**src/rtl/pwm_v.sv**
```systemverilog
// rtl/pwm_v.sv - fixed-frequency left-aligned PWM generator for the audio output path
// Duty is latched only on the period wrap so the pulse width never changes mid-period.
module pwm_v #(
  parameter int WIDTH = 10
) (
  input  logic             Clk_pwm,
  input  logic             Rst_pwm_n,
  input  logic [WIDTH-1:0] SigVec,
  output logic             PwmSig,
  output logic             PrdStart
);

  logic [WIDTH-1:0] cnt_q, cnt_d;
  logic [WIDTH-1:0] duty_q, duty_d;
  logic             pwm_q, pwm_d;
  logic             prd_q, prd_d;

  // Outputs are computed from the next-state values so they line up with the
  // registered counter/duty rather than lagging them by a cycle.
  always_comb begin
    cnt_d  = cnt_q + WIDTH'(1);
    duty_d = duty_q;
    if (cnt_q == {WIDTH{1'b1}}) begin
      duty_d = SigVec;
    end
    pwm_d = (cnt_d < duty_d);
    prd_d = (cnt_d == '0);
  end

  always_ff @(posedge Clk_pwm or negedge Rst_pwm_n) begin
    if (!Rst_pwm_n) begin
      cnt_q  <= '0;
      duty_q <= '0;
      pwm_q  <= 1'b0;
      prd_q  <= 1'b0;
    end else begin
      cnt_q  <= cnt_d;
      duty_q <= duty_d;
      pwm_q  <= pwm_d;
      prd_q  <= prd_d;
    end
  end

  assign PwmSig   = pwm_q;
  assign PrdStart = prd_q;

endmodule

```
**config.mk**
```make
export PLATFORM = sky130hd
export DESIGN_NAME = pwm_v
export DESIGN_NICKNAME = d
export VERILOG_FILES = /design/src/rtl/pwm_v.sv
export SDC_FILE = /design/constraint.sdc
export NUM_CORES = 1
export LEC_CHECK = 0
export ABC_AREA = 1
export CORE_UTILIZATION = 30
export CTS_CLUSTER_DIAMETER = 50
export DETAILED_ROUTE_END_ITERATION = 12
export HOLD_SLACK_MARGIN = 0.1
export PLACE_DENSITY = 0.53
export SLEW_MARGIN = 20
export SYNTH_ARGS = -nofsm -noshare
export SYNTH_HDL_FRONTEND = slang
export SYNTH_SLANG_ARGS = --single-unit
```
**constraint.sdc**
```tcl
create_clock -name Clk_pwm -period 2.9 [get_ports Clk_pwm]
set_input_delay 0.435 -clock Clk_pwm [delete_from_list [all_inputs] [get_ports Clk_pwm]]
set_output_delay 0.435 -clock Clk_pwm [all_outputs]
set_load 0.02 [all_outputs]
```
* Word-level counts from Yosys, hierarchy flattened
Cells that the tools add are included.
** Cells by class
- Multipliers :: 0
- Bitwise operators :: 0
- Multiplexer cells :: 1
- Shift operators :: 0
- Reductions and logical operators :: 1
- Divide/modulo/power cells :: 0
- $lt $le $gt $ge :: 1
- Add/subtract/negate cells :: 1
- Equality and inequality tests :: 1
** Operators with widths (number)
- $add A10 B1 Y10 const B :: 1
- $eq A10 B10 Y1 const B :: 1
- $logic_not A10 Y1 :: 1
- $lt A10 B10 Y1 :: 1
- $mux W10 :: 1
** Storage, ports and cells
- Input bits :: 12
- Memories kept :: 0
- Latch bits :: 0
- Bits in read-only memories :: 0
- Output and inout bits :: 2
- Register bits after elaboration :: 22
- Word-level logic and storage cells :: 9
- Bits in writable memories :: 0

* Logic depth before layout (Yosys ltp)
Gate-level depths: netlist of the first run.
- Depth after elaboration :: 3
- Depth in mapped cells :: 15

* Worst setup path before layout of the first run
No wires, ideal clock.
- Path kind :: flip-flop to flip-flop
- Start :: register cnt_q[0]
- End :: register pwm_q, in the netlist PwmSig
- Buffers on the path :: 1
- Library setup time :: 73 ps
- Data required time :: 2827 ps
- Cell stages (with the launch flop) :: 15
- Setup slack :: 749 ps
- Data arrival time :: 2078 ps
- Period minus slack after synthesis :: 2151 ps
- Cells stage by stage :: dfrtp_1 > ha_1 > nand2_2 > nor2_8 > nand3_4 > clkinv_4 > buf_12 > o21ai_2 > inv_2 > ha_1 > a21oi_1 > nor2_1 > a211oi_1 > o21ai_0 > a21oi_2
** On the way
- Cells in the longest elaborated chain, start to end :: 3
- Elaborated cells between the ends (all ways) :: 4
- Those cells by class :: add/sub: 1; order compare: 1; eq/ne: 1; mux: 1
** Ends and longest elaborated chain
- start: declaration :: line 13 : logic [WIDTH-1:0] cnt_q, cnt_d;
- start signal: assignment :: line 37 : cnt_q <= cnt_d;
- $eq A10 B10 Y1 :: line 23 : if (cnt_q == {WIDTH{1'b1}}) begin
- $mux W10 :: line 23
- via duty_d[7] :: line 14 : logic [WIDTH-1:0] duty_q, duty_d;
- $lt A10 B10 Y1 :: line 26 : pwm_d = (cnt_d < duty_d);
- via pwm_d :: line 15 : logic pwm_q, pwm_d;
- end signal: assignment :: line 39 : pwm_q <= pwm_d;
- end: declaration :: line 15
The timed path passes the listed nets, and every way through them passes these cells.

* Worst setup path after layout of the first run
Same ends and word-level chain as after synthesis.

==> metrics.sh, run 1 <==
FLOW.AREA_GROWTH_FROM_SYNTHESIS_PCT=18.92
CLK_LATENCY_NS=0.26
YOSYS-TOP-CELLS-COUNT='sky130_fd_sc_hd__dfrtp_1, sky130_fd_sc_hd__nand2_1, sky130_fd_sc_hd__inv_1'
DETAILROUTE.VIA_COUNT=873
FIN_SKEW_NS=0.003351
GLOBAL_ROUTE.OVERFLOW_TOTAL=0
DESIGN.DIE.AREA_SQ_UM=4360
MOST_USED_DFF_POST_SYNTH='sky130_fd_sc_hd__dfrtp_1'
DRT_PRE_ANTENNA_ITERS=2
TIMING.MAX_SLEW.REL_SLACK=0.7959
DETAIL_ROUTE.VIAS_PER_CELL=4.523
CP-END-KIND='flop'
CP_NUM_BUF_INV=2
PLACEMENT_ROWS=22
SYNTH-COMPOUND-AREA-SHARE=0.1078
ROUTED_WIRELENGTH_NORMALIZED_BY_INSTANCE_COUNT_UM=12.51
CP_DATA_ARRIVAL_TIME_NS=2.49
INSERTEDDIODECOUNT=0
SYNTH.TOP_CELL.AREA_SHARE=0.4476
CLOCK_TREE.BUFFER_DEPTH=2
POSTCTSRESIZEDCELLS=0
FINALNETCOUNT=168
FINAL_MIN_PERIOD_OVER_CLOCK_PERIOD=0.7909
DESIGN.CORE.AREA_SQ_UM=3799
REGTOREGSTARTPOINT='cnt_q[0]'
CLOCK_TREE.ROOT_CELL='sky130_fd_sc_hd__clkbuf_8'
POST_CTS_BUFFERS=0
GRT_START_MAX_NET_PINS=23
P_PER_AREA_nW_PER_UM2=376.9
POST-ROUTE-MIN-PERIOD_NS=2.294
SYNTH_CELL_TYPE_COUNT=27
SYNTH_EDF_COUNT=0
CRIT_PATH_START='cnt_q[0]'
DIE_HEIGHT_UM=66.03
YOSYSWARNINGCOUNT=0
SETUP_TNS_NS=0
DRIVE_GT1_FRAC=0.2345
SYNTH.AREA.TOP_CELLS='sky130_fd_sc_hd__dfrtp_1, sky130_fd_sc_hd__ha_1, sky130_fd_sc_hd__o21ai_2'
WORST_HOLD_START='duty_q[2]'
FINALSETUPVIOLATIONS=0
POST-ROUTE-UTIL=0.3850
RUN_STATUS='finished clean'
CRITPATHSLOWESTCELL='sky130_fd_sc_hd__dfrtp_1'
UNREPAIRED_SETUP_ENDPOINTS_AFTER_GLOBAL_ROUTING='no'
TRITONCTS='yes'
HOLD_CLASS='flop to flop'
PLACE.DETAILED.INSTANCES=189
DRV_CAP=0
CTS-HTREE-LEVELS=1
CRIT_FAMILY='compound AO/OA/AOI/OAI gates'
FIRST_GLOBAL_VIAS=960
POSTROUTEWIRELENGTH_UM=2415
WIRE_LENGTH_OF_THE_FIRST_GLOBAL_ROUTING_PASS_UM=4340
WORST_PIN_SLEW_NS=0.3039
BOUNDARYPINS=14
SYNTH_CELLS=128
GP_CONGESTION=0.7583
TIMING_HOLD_VIOLATIONS_FINAL=0
SYNTH_SIMPLE_GATE_AREA_SHARE=0.2177
SYNTH_ADDER_AREA_SHARE=0.1017
WORSTPATHCELLLIST='ha_1 > nand2_2 > nor2_8 > nand3_4 > clkinv_4 > nand2_2 > o21ai_2 > inv_2 > ha_1 > a21oi_1 > nor2_1 > a211oi_1 > o21ai_0 > a21oi_2'
MAPPED_NETS=150
DR.FIRST_ITER.DRC_COUNT=18
SYNTH_TOP_FAMILY_BY_AREA='simple AND/OR/NAND/NOR gates'
CTS_HOLD_BUF=0
XOR_XNOR_SHARE_OF_THE_SYNTHESIZED_AREA=0.02848
CTS.SINKS=22
ANTENNA_FOUND_INITIAL=0
CRIT_FANOUT=11
SYNTHARSTFLOPSHARE=1.000
SEQUENTIAL_FRACTION_OF_THE_SYNTHESIS_AREA=0.4476
DPL.HPWL_UM=1920
STARTPOINT_TYPE='flop'
PLACE.PORT_BUFFERS=13
YOSYS_REGISTER_BITS=22
IR_WORST_VDD_mV=0.1498
SYNTHMUXAREASHARE=0
CTS_MADE_BUFFERS=3
DIE_WIDTH_UM=66.03
WORST-SETUP-PATH-TYPE='flop to flop'
CLK_PIN_SLEW_WORST_PATHS_NS=0.08
ROUTE.DETAILED.DRC=0
AVGSYNTHCELLAREA_SQ_UM=9.609
SYNTH_TOP_CELL_BY_AREA='sky130_fd_sc_hd__dfrtp_1'
SYNTHMOSTINSTANTIATEDCELL='sky130_fd_sc_hd__dfrtp_1'
SLEW_VIOL_FINAL=0
SYN-CELL-AREA_SQ_UM=1230
WORST_STAGE_DELAY_ON_THE_CRITICAL_PATH_NS=0.41
FINAL_CELLS=193
ANT_NETS=0
POWER_LEAKAGE_nW=0.7679
WHS_NS=0.4948
GRT_RESOURCE_USAGE_TOTAL=0.1350
FMAX_GHz=0.4360
INITIAL_CORE_UTILIZATION=0.3238
CP_DATA_REQUIRED_TIME_NS=3.10
==> per-layer routing <==
layer	vias to the layer above	GRT usage	part of all wire
met2	10	0.2181	0.47
li1	446	-	-
met5	-	0	0
met3	4	0.02069	0.021
met4	0	0.04787	0.014
met1	413	0.1814	0.49
==> power breakdown <==
group          switching (W)  internal (W)  total (W)
Sequential                 0      0.000306   0.000306
Combinational     0.00000869     0.0000138  0.0000225
Clock               0.000101      0.000121   0.000222
Total               0.000110      0.000441   0.000551
==> flip-flops by register name, indices dropped and copies added (netlist names) <==
signal and count:
duty_q 10, cnt_q 10, PrdStart 1, PwmSig 1
==> worst register-to-register path: cells and delay by family (launching register included) <==
family / cells / cell delay, ns
simple gates: 5 / 0.52
compound gates: 5 / 0.62
buf+inv: 2 / 0.20
flops: 1 / 0.41
fa+ha+maj: 2 / 0.49
==> final timing paths <==
kind	to	slack, ns	depth (start not counted)
min	duty_q[2]	0.49	2
max	PwmSig	0.61	14
max reg2reg	PwmSig	0.61	14
min reg2reg	duty_q[2]	0.49	2
max in group asynchronous	cnt_q[3]	2.15	2
min in group asynchronous	duty_q[9]	0.52	2
==> layout make-up <==
| class | instances | area (sq um) |
|---|---|---|
| Timing Repair Buffer | 14 | 137.6 |
| Sequential cell | 22 | 550.5 |
| Inverter | 25 | 98.84 |
| Clock buffer | 4 | 55.05 |
| Fill cell | 397 | 2336 |
| Tap cell | 48 | 60.06 |
| Multi-Input combinational cell | 80 | 560.5 |
==> metrics by stage <==
| stage | area (sq um) | worst slack (ns) | total power [W] |
|---|---|---|---|
| floorplan | 1230 | 0.7486 | 0.0003129 |
| detailed placement | 1408 | 0.6136 | 0.0003358 |
| global placement | 1408 | 0.7062 | 0.0003354 |
| global route | 1463 | 0.3675 | 0.0005756 |
| finish | 1463 | 0.6063 | 0.0005512 |
| CTS | 1463 | 0.5802 | 0.0005585 |
==> cells in the final DEF, fill, tap and decap left out, types with 4 or more instances in the layout <==
| cell | Yosys | routed |
|---|---|---|
| sky130_fd_sc_hd__ha_1 | 10 | 10 |
| sky130_fd_sc_hd__o21ai_2 | 9 | 9 |
| sky130_fd_sc_hd__clkbuf_8 | 0 | 4 |
| sky130_fd_sc_hd__inv_2 | 11 | 11 |
| sky130_fd_sc_hd__dfrtp_1 | 22 | 22 |
| sky130_fd_sc_hd__clkdlybuf4s50_1 | 0 | 13 |
| sky130_fd_sc_hd__nand3_1 | 4 | 4 |
| sky130_fd_sc_hd__inv_1 | 13 | 13 |
| sky130_fd_sc_hd__nand4_1 | 4 | 4 |
| sky130_fd_sc_hd__nor2_1 | 7 | 7 |
| sky130_fd_sc_hd__or2_1 | 7 | 7 |
| sky130_fd_sc_hd__nand2_1 | 16 | 16 |
| sky130_fd_sc_hd__nand2_2 | 4 | 4 |
==> cell families (layout without fill, tap and decap cells) <==
family,count (synthesis),after routing
compound gates,18,18
xor+xnor,4,4
fa+ha+maj,10,10
buf+inv,26,43
flops,22,22
simple gates,48,48
Power figures use the tool's default switching activity.
==> run 2: changes to the inputs <==
--- a/config.mk
+++ b/config.mk
@@ -10,7 +10,7 @@
 export CTS_CLUSTER_DIAMETER = 50
 export DETAILED_ROUTE_END_ITERATION = 12
 export HOLD_SLACK_MARGIN = 0.1
-export PLACE_DENSITY = 0.53
+export PLACE_DENSITY = 0.55
 export SLEW_MARGIN = 20
 export SYNTH_ARGS = -nofsm -noshare
 export SYNTH_HDL_FRONTEND = slang
==> constraint.sdc (replaced) <==
create_clock -name Clk_pwm -period 2.1 [get_ports Clk_pwm]
set_input_delay 0.315 -clock Clk_pwm [delete_from_list [all_inputs] [get_ports Clk_pwm]]
set_output_delay 0.315 -clock Clk_pwm [all_outputs]
set_load 0.02 [all_outputs]
==> run 2 against run 1 <==
Setup slack got worse by 0.52 ns. Sequential share of layout area fell by 5.6 points. Clock power rose by 37%. Sequential cell count did not move. Largest power group unchanged. Highest routed layer unchanged.
==> metrics.sh, run 2 (synthesis results as in run 1) <==
INSERTEDDIODECOUNT=0  # unchanged
STARTPOINT_TYPE='flop'
R2R_SLACK_NS=0.08  # -0.52 ns
CLOCK_TREE.BUFFER_DEPTH=2  # unchanged
DRT_PRE_ANTENNA_ITERS=3  # +1
INTERNAL_POWER_SUMMED_OVER_ALL_CELLS_W=0.0006092  # +38%
TRITONCTS='yes'
POST-ROUTE-UTIL=0.4522  # +0.06719
PLACE.PORT_BUFFERS=13  # unchanged
ANTENNA_FOUND_INITIAL=0  # unchanged
CLK_PIN_SLEW_WORST_PATHS_NS=0.08  # about the same
CP_DATA_ARRIVAL_TIME_NS=2.21  # -0.28 ns
LAYOUT_TOP_REGISTERS='cnt_q: 10 flops, duty_q: 10 flops'
POST-ROUTE-MIN-PERIOD_NS=2.016  # -0.2777 ns
WORST_PIN_SLEW_NS=0.3418  # +0.03787 ns
CTS_MADE_BUFFERS=3  # unchanged
ANT_NETS=0  # unchanged
CRIT-REG2REG-CAPTURE='PwmSig'
GRT_START_MAX_NET_PINS=23  # unchanged
BOUNDARYPINS=14  # unchanged
GRT_RESOURCE_USAGE_TOTAL=0.1354  # +0.0004130
FIRST_GLOBAL_VIAS=977  # +1.8%
CLOCK_TREE.ROOT_CELL='sky130_fd_sc_hd__clkbuf_8'
WIRE_LENGTH_OF_THE_FIRST_GLOBAL_ROUTING_PASS_UM=4416  # +1.8%
POWER_LEAKAGE_nW=0.8906  # +16%
FINALSETUPVIOLATIONS=0  # unchanged
HOLD_CLASS='input port to async pin'
NUMBER_OF_CELLS_TRAVERSED_BY_THE_WORST_REGISTER_TO_REGISTER_PATH=12  # -2
DESIGN.DIE.AREA_SQ_UM=4360  # unchanged
UNREPAIRED_SETUP_ENDPOINTS_AFTER_GLOBAL_ROUTING='yes'
MOSTFREQUENTLAYOUTCELL='sky130_fd_sc_hd__dfrtp_1'
FIN_SKEW_NS=0.003911  # +0.0005607 ns
TIMING_HOLD_VIOLATIONS_FINAL=0  # unchanged
INITIAL_CORE_UTILIZATION=0.3238  # unchanged
CRIT_FANOUT=8  # -3
CP-END-KIND='flop'
P_PER_AREA_nW_PER_UM2=440.9  # +17%
FINALNETCOUNT=184  # +9.5%
DPL.HPWL_UM=1897  # -1.2%
CRIT_PATH_START='cnt_q[0]'
SEQ_POWER_SHARE=0.559  # +0.003
SHARE_OF_TOTAL_POWER_IN_THE_CLOCK_NETWORK=0.401  # -0.002
SETUP_TNS_NS=0  # unchanged
POSTROUTEWIRELENGTH_UM=2609  # +8.0%
FINAL.FILL_COUNT=367  # -7.6%
DR.FIRST_ITER.DRC_COUNT=12  # -6
DETAIL_ROUTE.VIAS_PER_CELL=4.541  # +0.38%
DETAILROUTE.VIA_COUNT=949  # +8.7%
ROUTED_WIRELENGTH_NORMALIZED_BY_INSTANCE_COUNT_UM=12.48  # -0.24%
PLACEMENT_ROWS=22  # unchanged
WORST-SETUP-PATH-TYPE='flop to flop'
IR_WORST_VDD_mV=0.2540  # +70%
DIE_HEIGHT_UM=66.03  # unchanged
FLOW.AREA_GROWTH_FROM_SYNTHESIS_PCT=39.67
REGTOREGSTARTPOINT='cnt_q[0]'
GP_CONGESTION=0.7134  # -5.9%
DRV_CAP=0  # unchanged
CTS_HOLD_BUF=0  # unchanged
MOST-COMMON-LAYOUT-CELLS='sky130_fd_sc_hd__dfrtp_1, sky130_fd_sc_hd__buf_4, sky130_fd_sc_hd__clkdlybuf4s50_1'
GLOBAL_ROUTE.OVERFLOW_TOTAL=0  # unchanged
SHARE_COMB_OF_TOTAL_POWER=0.040  # about the same
FINAL_MIN_PERIOD_OVER_CLOCK_PERIOD=0.9600  # +0.1691
RUN_STATUS='finished clean'
SETUP.WORST_PATH.END='PwmSig'
TIMING.MAX_SLEW.REL_SLACK=0.7705  # -0.02543
DRIVE_GT1_FRAC=0.4224  # +0.1879
DESIGN.CORE.AREA_SQ_UM=3799  # unchanged
SLEW_VIOL_FINAL=0  # unchanged
CTS-HTREE-LEVELS=1  # unchanged
SWITCHINGPOWER_W=0.0001482  # +35%
CLK_LATENCY_NS=0.26  # about the same
CP_DATA_REQUIRED_TIME_NS=2.29  # -0.81 ns
FMAX_GHz=0.4960  # +14%
CTS.SINKS=22  # unchanged
ROUTE.DETAILED.DRC=0  # unchanged
SWSHARE=0.1957  # -0.003749
DIE_WIDTH_UM=66.03  # unchanged
## run 2: final cells by class
class | count | area, sq um | area share
clock buffer | 4 | 55.05 | 0.03205
inverter | 25 | 98.84 | 0.05754
multi-input combinational | 80 | 691.9 | 0.4028
sequential | 22 | 550.5 | 0.3205
tap | 48 | 60.06 | 0.03496
timing repair buffer | 30 | 261.5 | 0.1522
## run 2: power by group through the flow
stage	Clock, W	Sequential, W	Combinational (W)
after floorplan	0	0.000432	0.000000373
after global placement	0	0.000432	0.0000310
after detailed placement	0	0.000432	0.0000312
after CTS	0.000319	0.000423	0.0000313
after global routing	0.000333	0.000423	0.0000336
final	0.000304	0.000423	0.0000303
## run 2: worst min path at each step
stage | start | end | slack, ns | depth (start not counted)
floorplan | Rst_pwm_n | PrdStart | 0.02 | 0
global placement | duty_q[6] | duty_q[6] | 0.47 | 2
detailed placement | duty_q[9] | duty_q[9] | 0.47 | 2
CTS | Rst_pwm_n | duty_q[8] | 0.40 | 2
global route | Rst_pwm_n | duty_q[8] | 0.41 | 2
finish | Rst_pwm_n | duty_q[8] | 0.39 | 2
## run 2: through the flow
step / total power [W] / hold slack [ns] / setup slack [ns] / instance area, sq um / std cells
3_5_place_dp: 0.0004628 / 0.4684 / -0.05400 / 1455 / 195
4_1_cts: 0.0007737 / 0.3986 / -0.001692 / 1600 / 205
6_report: 0.0007574 / 0.3936 / 0.08394 / 1718 / 209
3_3_place_gp: 0.0004626 / 0.4707 / 0.03737 / 1455 / 195
2_1_floorplan: 0.0004321 / 0.01941 / 0.002846 / 1232 / 128
5_1_grt: 0.0007904 / 0.4090 / -0.05485 / 1718 / 209
## run 2: metal layers
layer	up-vias	wire [um]	GRT usage
met3	5	52	0.02069
met4	0	27	0.03989
met1	457	1225	0.1774
met2	11	1303	0.2283
met5	-	0	0
li1	476	-	-
## run 2: worst max-delay path, cell delays in order (launching register included)
cell and delay [ns]:
sky130_fd_sc_hd__dfrtp_1 0.41, sky130_fd_sc_hd__ha_4 0.18, sky130_fd_sc_hd__nand2_4 0.08, sky130_fd_sc_hd__nor2_8 0.04
sky130_fd_sc_hd__nand3_4 0.11, sky130_fd_sc_hd__clkinv_4 0.10, sky130_fd_sc_hd__buf_4 0.17, sky130_fd_sc_hd__o21ai_4 0.13
sky130_fd_sc_hd__ha_1 0.26, sky130_fd_sc_hd__a21oi_2 0.14, sky130_fd_sc_hd__o21a_1 0.15, sky130_fd_sc_hd__o21ai_2 0.06
sky130_fd_sc_hd__a21oi_2 0.10
## run 2: repair_timing
item,CTS,global route
hold endpoints to repair,0,0
cloned,0,0
resized for setup,7,16
setup endpoints to repair,1,1
buffers inserted,6,4
pin swaps,5,7
==> run 3: changes to the inputs <==
--- a/config.mk
+++ b/config.mk
@@ -9,9 +9,11 @@
 export CORE_UTILIZATION = 30
 export CTS_CLUSTER_DIAMETER = 50
 export DETAILED_ROUTE_END_ITERATION = 12
+export GPL_TIMING_DRIVEN = 0
 export HOLD_SLACK_MARGIN = 0.1
 export PLACE_DENSITY = 0.55
 export SLEW_MARGIN = 20
 export SYNTH_ARGS = -nofsm -noshare
 export SYNTH_HDL_FRONTEND = slang
 export SYNTH_SLANG_ARGS = --single-unit
+export TNS_END_PERCENT = 10
==> run 3 against run 2 <==
The run now ends with negative setup slack left. Core utilization down 2.1 points. Combinational power shrank 6%. Final cell count is 3.3% lower. Highest routed layer unchanged. Critical path type unchanged.
==> metrics.sh, run 3 (synthesis results as in run 1) <==
DETAIL_ROUTE.VIAS_PER_CELL=4.431  # -2.4%
POWER_LEAKAGE_nW=0.8634  # -3.1%
MOSTFREQUENTLAYOUTCELL='sky130_fd_sc_hd__dfrtp_1'
CTS_MADE_BUFFERS=3  # unchanged
RUN_STATUS='finished, violations left'
CP-END-KIND='flop'
DRIVE_GT1_FRAC=0.3377  # -0.08470
GRT_START_MAX_NET_PINS=23  # unchanged
DIE_HEIGHT_UM=66.03  # unchanged
R2R_SLACK_NS=-0.06  # -0.14 ns
CRITPATHSLOWESTCELL='sky130_fd_sc_hd__dfrtp_1'
GRT_RESOURCE_USAGE_TOTAL=0.1207  # -0.01466
ROUTE.DETAILED.DRC=0  # unchanged
CLOCK_TREE.BUFFER_DEPTH=2  # unchanged
POST-ROUTE-UTIL=0.4315  # -0.02075
ROUTED_WIRELENGTH_NORMALIZED_BY_INSTANCE_COUNT_UM=11.68  # -6.4%
CP_DATA_ARRIVAL_TIME_NS=2.35  # +0.14 ns
INITIAL_CORE_UTILIZATION=0.3238  # unchanged
LAYOUT_SETUP_WS_NS=-0.05879  # -0.1427 ns
FLOW.AREA_GROWTH_FROM_SYNTHESIS_PCT=33.27
HOLD_CLASS='flop to flop'
WIRE_LENGTH_OF_THE_FIRST_GLOBAL_ROUTING_PASS_UM=3898  # -12%
DRV_CAP=0  # unchanged
DR.FIRST_ITER.DRC_COUNT=19  # +7
POSTROUTEWIRELENGTH_UM=2359  # -9.6%
TRITONCTS='yes'
PLACEMENT_ROWS=22  # unchanged
FIRST_GLOBAL_VIAS=865  # -11%
WORST_PIN_SLEW_NS=0.9959  # +0.6541 ns
CTS.SINKS=22  # unchanged
ANT_NETS=0  # unchanged
ANTENNA_FOUND_INITIAL=0  # unchanged
CRIT_FAMILY='simple AND/OR/NAND/NOR gates'
PLACE.PORT_BUFFERS=13  # unchanged
DESIGN.DIE.AREA_SQ_UM=4360  # unchanged
CLK_PIN_SLEW_WORST_PATHS_NS=0.09  # about the same
IR_WORST_VDD_mV=0.4236  # +67%
WORST_HOLD_START='duty_q[1]'
FMAX_GHz=0.4632  # -6.6%
DESIGN.CORE.AREA_SQ_UM=3799  # unchanged
CP_DATA_REQUIRED_TIME_NS=2.29  # about the same
P_PER_AREA_nW_PER_UM2=517.7  # +17%
CTS_HOLD_BUF=0  # unchanged
INSERTEDDIODECOUNT=0  # unchanged
UNREPAIRED_SETUP_ENDPOINTS_AFTER_GLOBAL_ROUTING='yes'
DETAILROUTE.VIA_COUNT=895  # -5.7%
TIMING.HOLD.WORST_ENDPOINT='duty_q[1]'
TIMING_HOLD_VIOLATIONS_FINAL=0  # unchanged
DPL.HPWL_UM=1676  # -12%
CP_NUM_BUF_INV=1  # -1
NUMBER_OF_CELLS_TRAVERSED_BY_THE_WORST_REGISTER_TO_REGISTER_PATH=12  # unchanged
WORSTPATHCELLLIST='ha_4 > nand2_4 > nor2_8 > nand3_4 > buf_6 > or2_1 > o21ai_2 > ha_1 > a21oi_2 > o21a_1 > o21ai_1 > a21oi_2'
FIN_SKEW_NS=0.008090  # +0.004178 ns
REGTOREGSTARTPOINT='cnt_q[0]'
BOUNDARYPINS=14  # unchanged
MOST-COMMON-LAYOUT-CELLS='sky130_fd_sc_hd__dfrtp_1, sky130_fd_sc_hd__nand2_1, sky130_fd_sc_hd__clkdlybuf4s50_1'
MIN_DELAY_PATH_DEPTH=2
DIE_WIDTH_UM=66.03  # unchanged
WORST_STAGE_DELAY_ON_THE_CRITICAL_PATH_NS=0.41  # about the same
PRECTSSETUPSLACK_NS=-0.2682  # -0.2141 ns
CLK_LATENCY_NS=0.26  # about the same
GLOBAL_ROUTE.OVERFLOW_TOTAL=0  # unchanged
CRIT_FANOUT=5  # -3
CTS-HTREE-LEVELS=1  # unchanged
FINALSETUPVIOLATIONS=1  # +1
TIMING.MAX_SLEW.REL_SLACK=0.3340  # -0.4365
FAILED_CHECKS='negative setup slack'
CLOCK_TREE.ROOT_CELL='sky130_fd_sc_hd__clkbuf_8'
DRT_PRE_ANTENNA_ITERS=4  # +1
FINALNETCOUNT=177  # -3.8%
STARTPOINT_TYPE='flop'
LAYOUT_TOP_REGISTERS='cnt_q: 10 flops, duty_q: 10 flops'
SLEW_VIOL_FINAL=0  # unchanged
GP_CONGESTION=0.8033  # +13%
WORST-SETUP-PATH-TYPE='flop to flop'
FINAL.FILL_COUNT=382  # +4.1%
CRITICAL-PATH-TOP-CELL-BY-COUNT='sky130_fd_sc_hd__a21oi_2'
CRIT-REG2REG-CAPTURE='PwmSig'
FINAL_MIN_PERIOD_OVER_CLOCK_PERIOD=1.028  # +0.06797
POST-ROUTE-MIN-PERIOD_NS=2.159  # +0.1427 ns
==> run 3: how the worst max path moves through the flow <==
stage / slack (ns) / cells after the start / start / to
after floorplan: 0.003 / 15 / cnt_q[0] / PwmSig
after global placement: -0.29 / 15 / cnt_q[0] / PwmSig
after detailed placement: -0.27 / 15 / cnt_q[0] / PwmSig
after CTS: -0.12 / 13 / cnt_q[1] / PwmSig
after global routing: -0.18 / 13 / cnt_q[0] / PwmSig
final: -0.06 / 12 / cnt_q[0] / PwmSig
==> run 3: cell type report <==
cell class	count	area [sq um]	share of cell area
well taps	48	60.06	0.03664
clock buffers	3	41.29	0.02519
repair buffers	23	221.5	0.1351
multi-input cells	80	629.4	0.3840
inverters	25	106.4	0.06489
clock inverters	1	30.03	0.01832
flip-flops and latches	22	550.5	0.3359
==> run 3: where the power goes <==
part	internal, W	switching, W
combinational	0.0000178	0.0000109
sequential	0.000423	0
clock	0.000255	0.000142
==> run 3: stage by stage <==
step	total power, W	hold slack [ns]	cell area (sq um)	std cells	TNS, ns
CTS	0.0008625	0.4947	1577	202	-0.1156
finish	0.0008486	0.4896	1639	202	-0.05879
floorplan	0.0004321	0.01941	1232	128	0
global placement	0.0004603	0.4669	1423	189	-0.2892
global route	0.0008808	0.5095	1639	202	-0.1813
detailed placement	0.0004610	0.4734	1423	189	-0.2682
==> run 3: metal layers <==
layer	share of wire	global-route usage	vias up
li1	-	-	461
met1	0.49	0.1591	420
met2	0.48	0.1990	12
met3	0.030	0.03103	2
met4	0.0047	0.02394	0
met5	0	0	-
==> run 3: timing repair <==
| item | in CTS | in global routing |
|---|---|---|
| resized for setup | 2 | 11 |
| buffers inserted | 10 | 0 |
| pin swaps | 7 | 7 |
| setup endpoints to repair | 1 | 1 |
==> run 3: worst min-delay path: stages, from the launching register on <==
cell and delay (ns):
sky130_fd_sc_hd__dfrtp_1 0.35, sky130_fd_sc_hd__o21ai_2 0.07, sky130_fd_sc_hd__inv_2 0.04
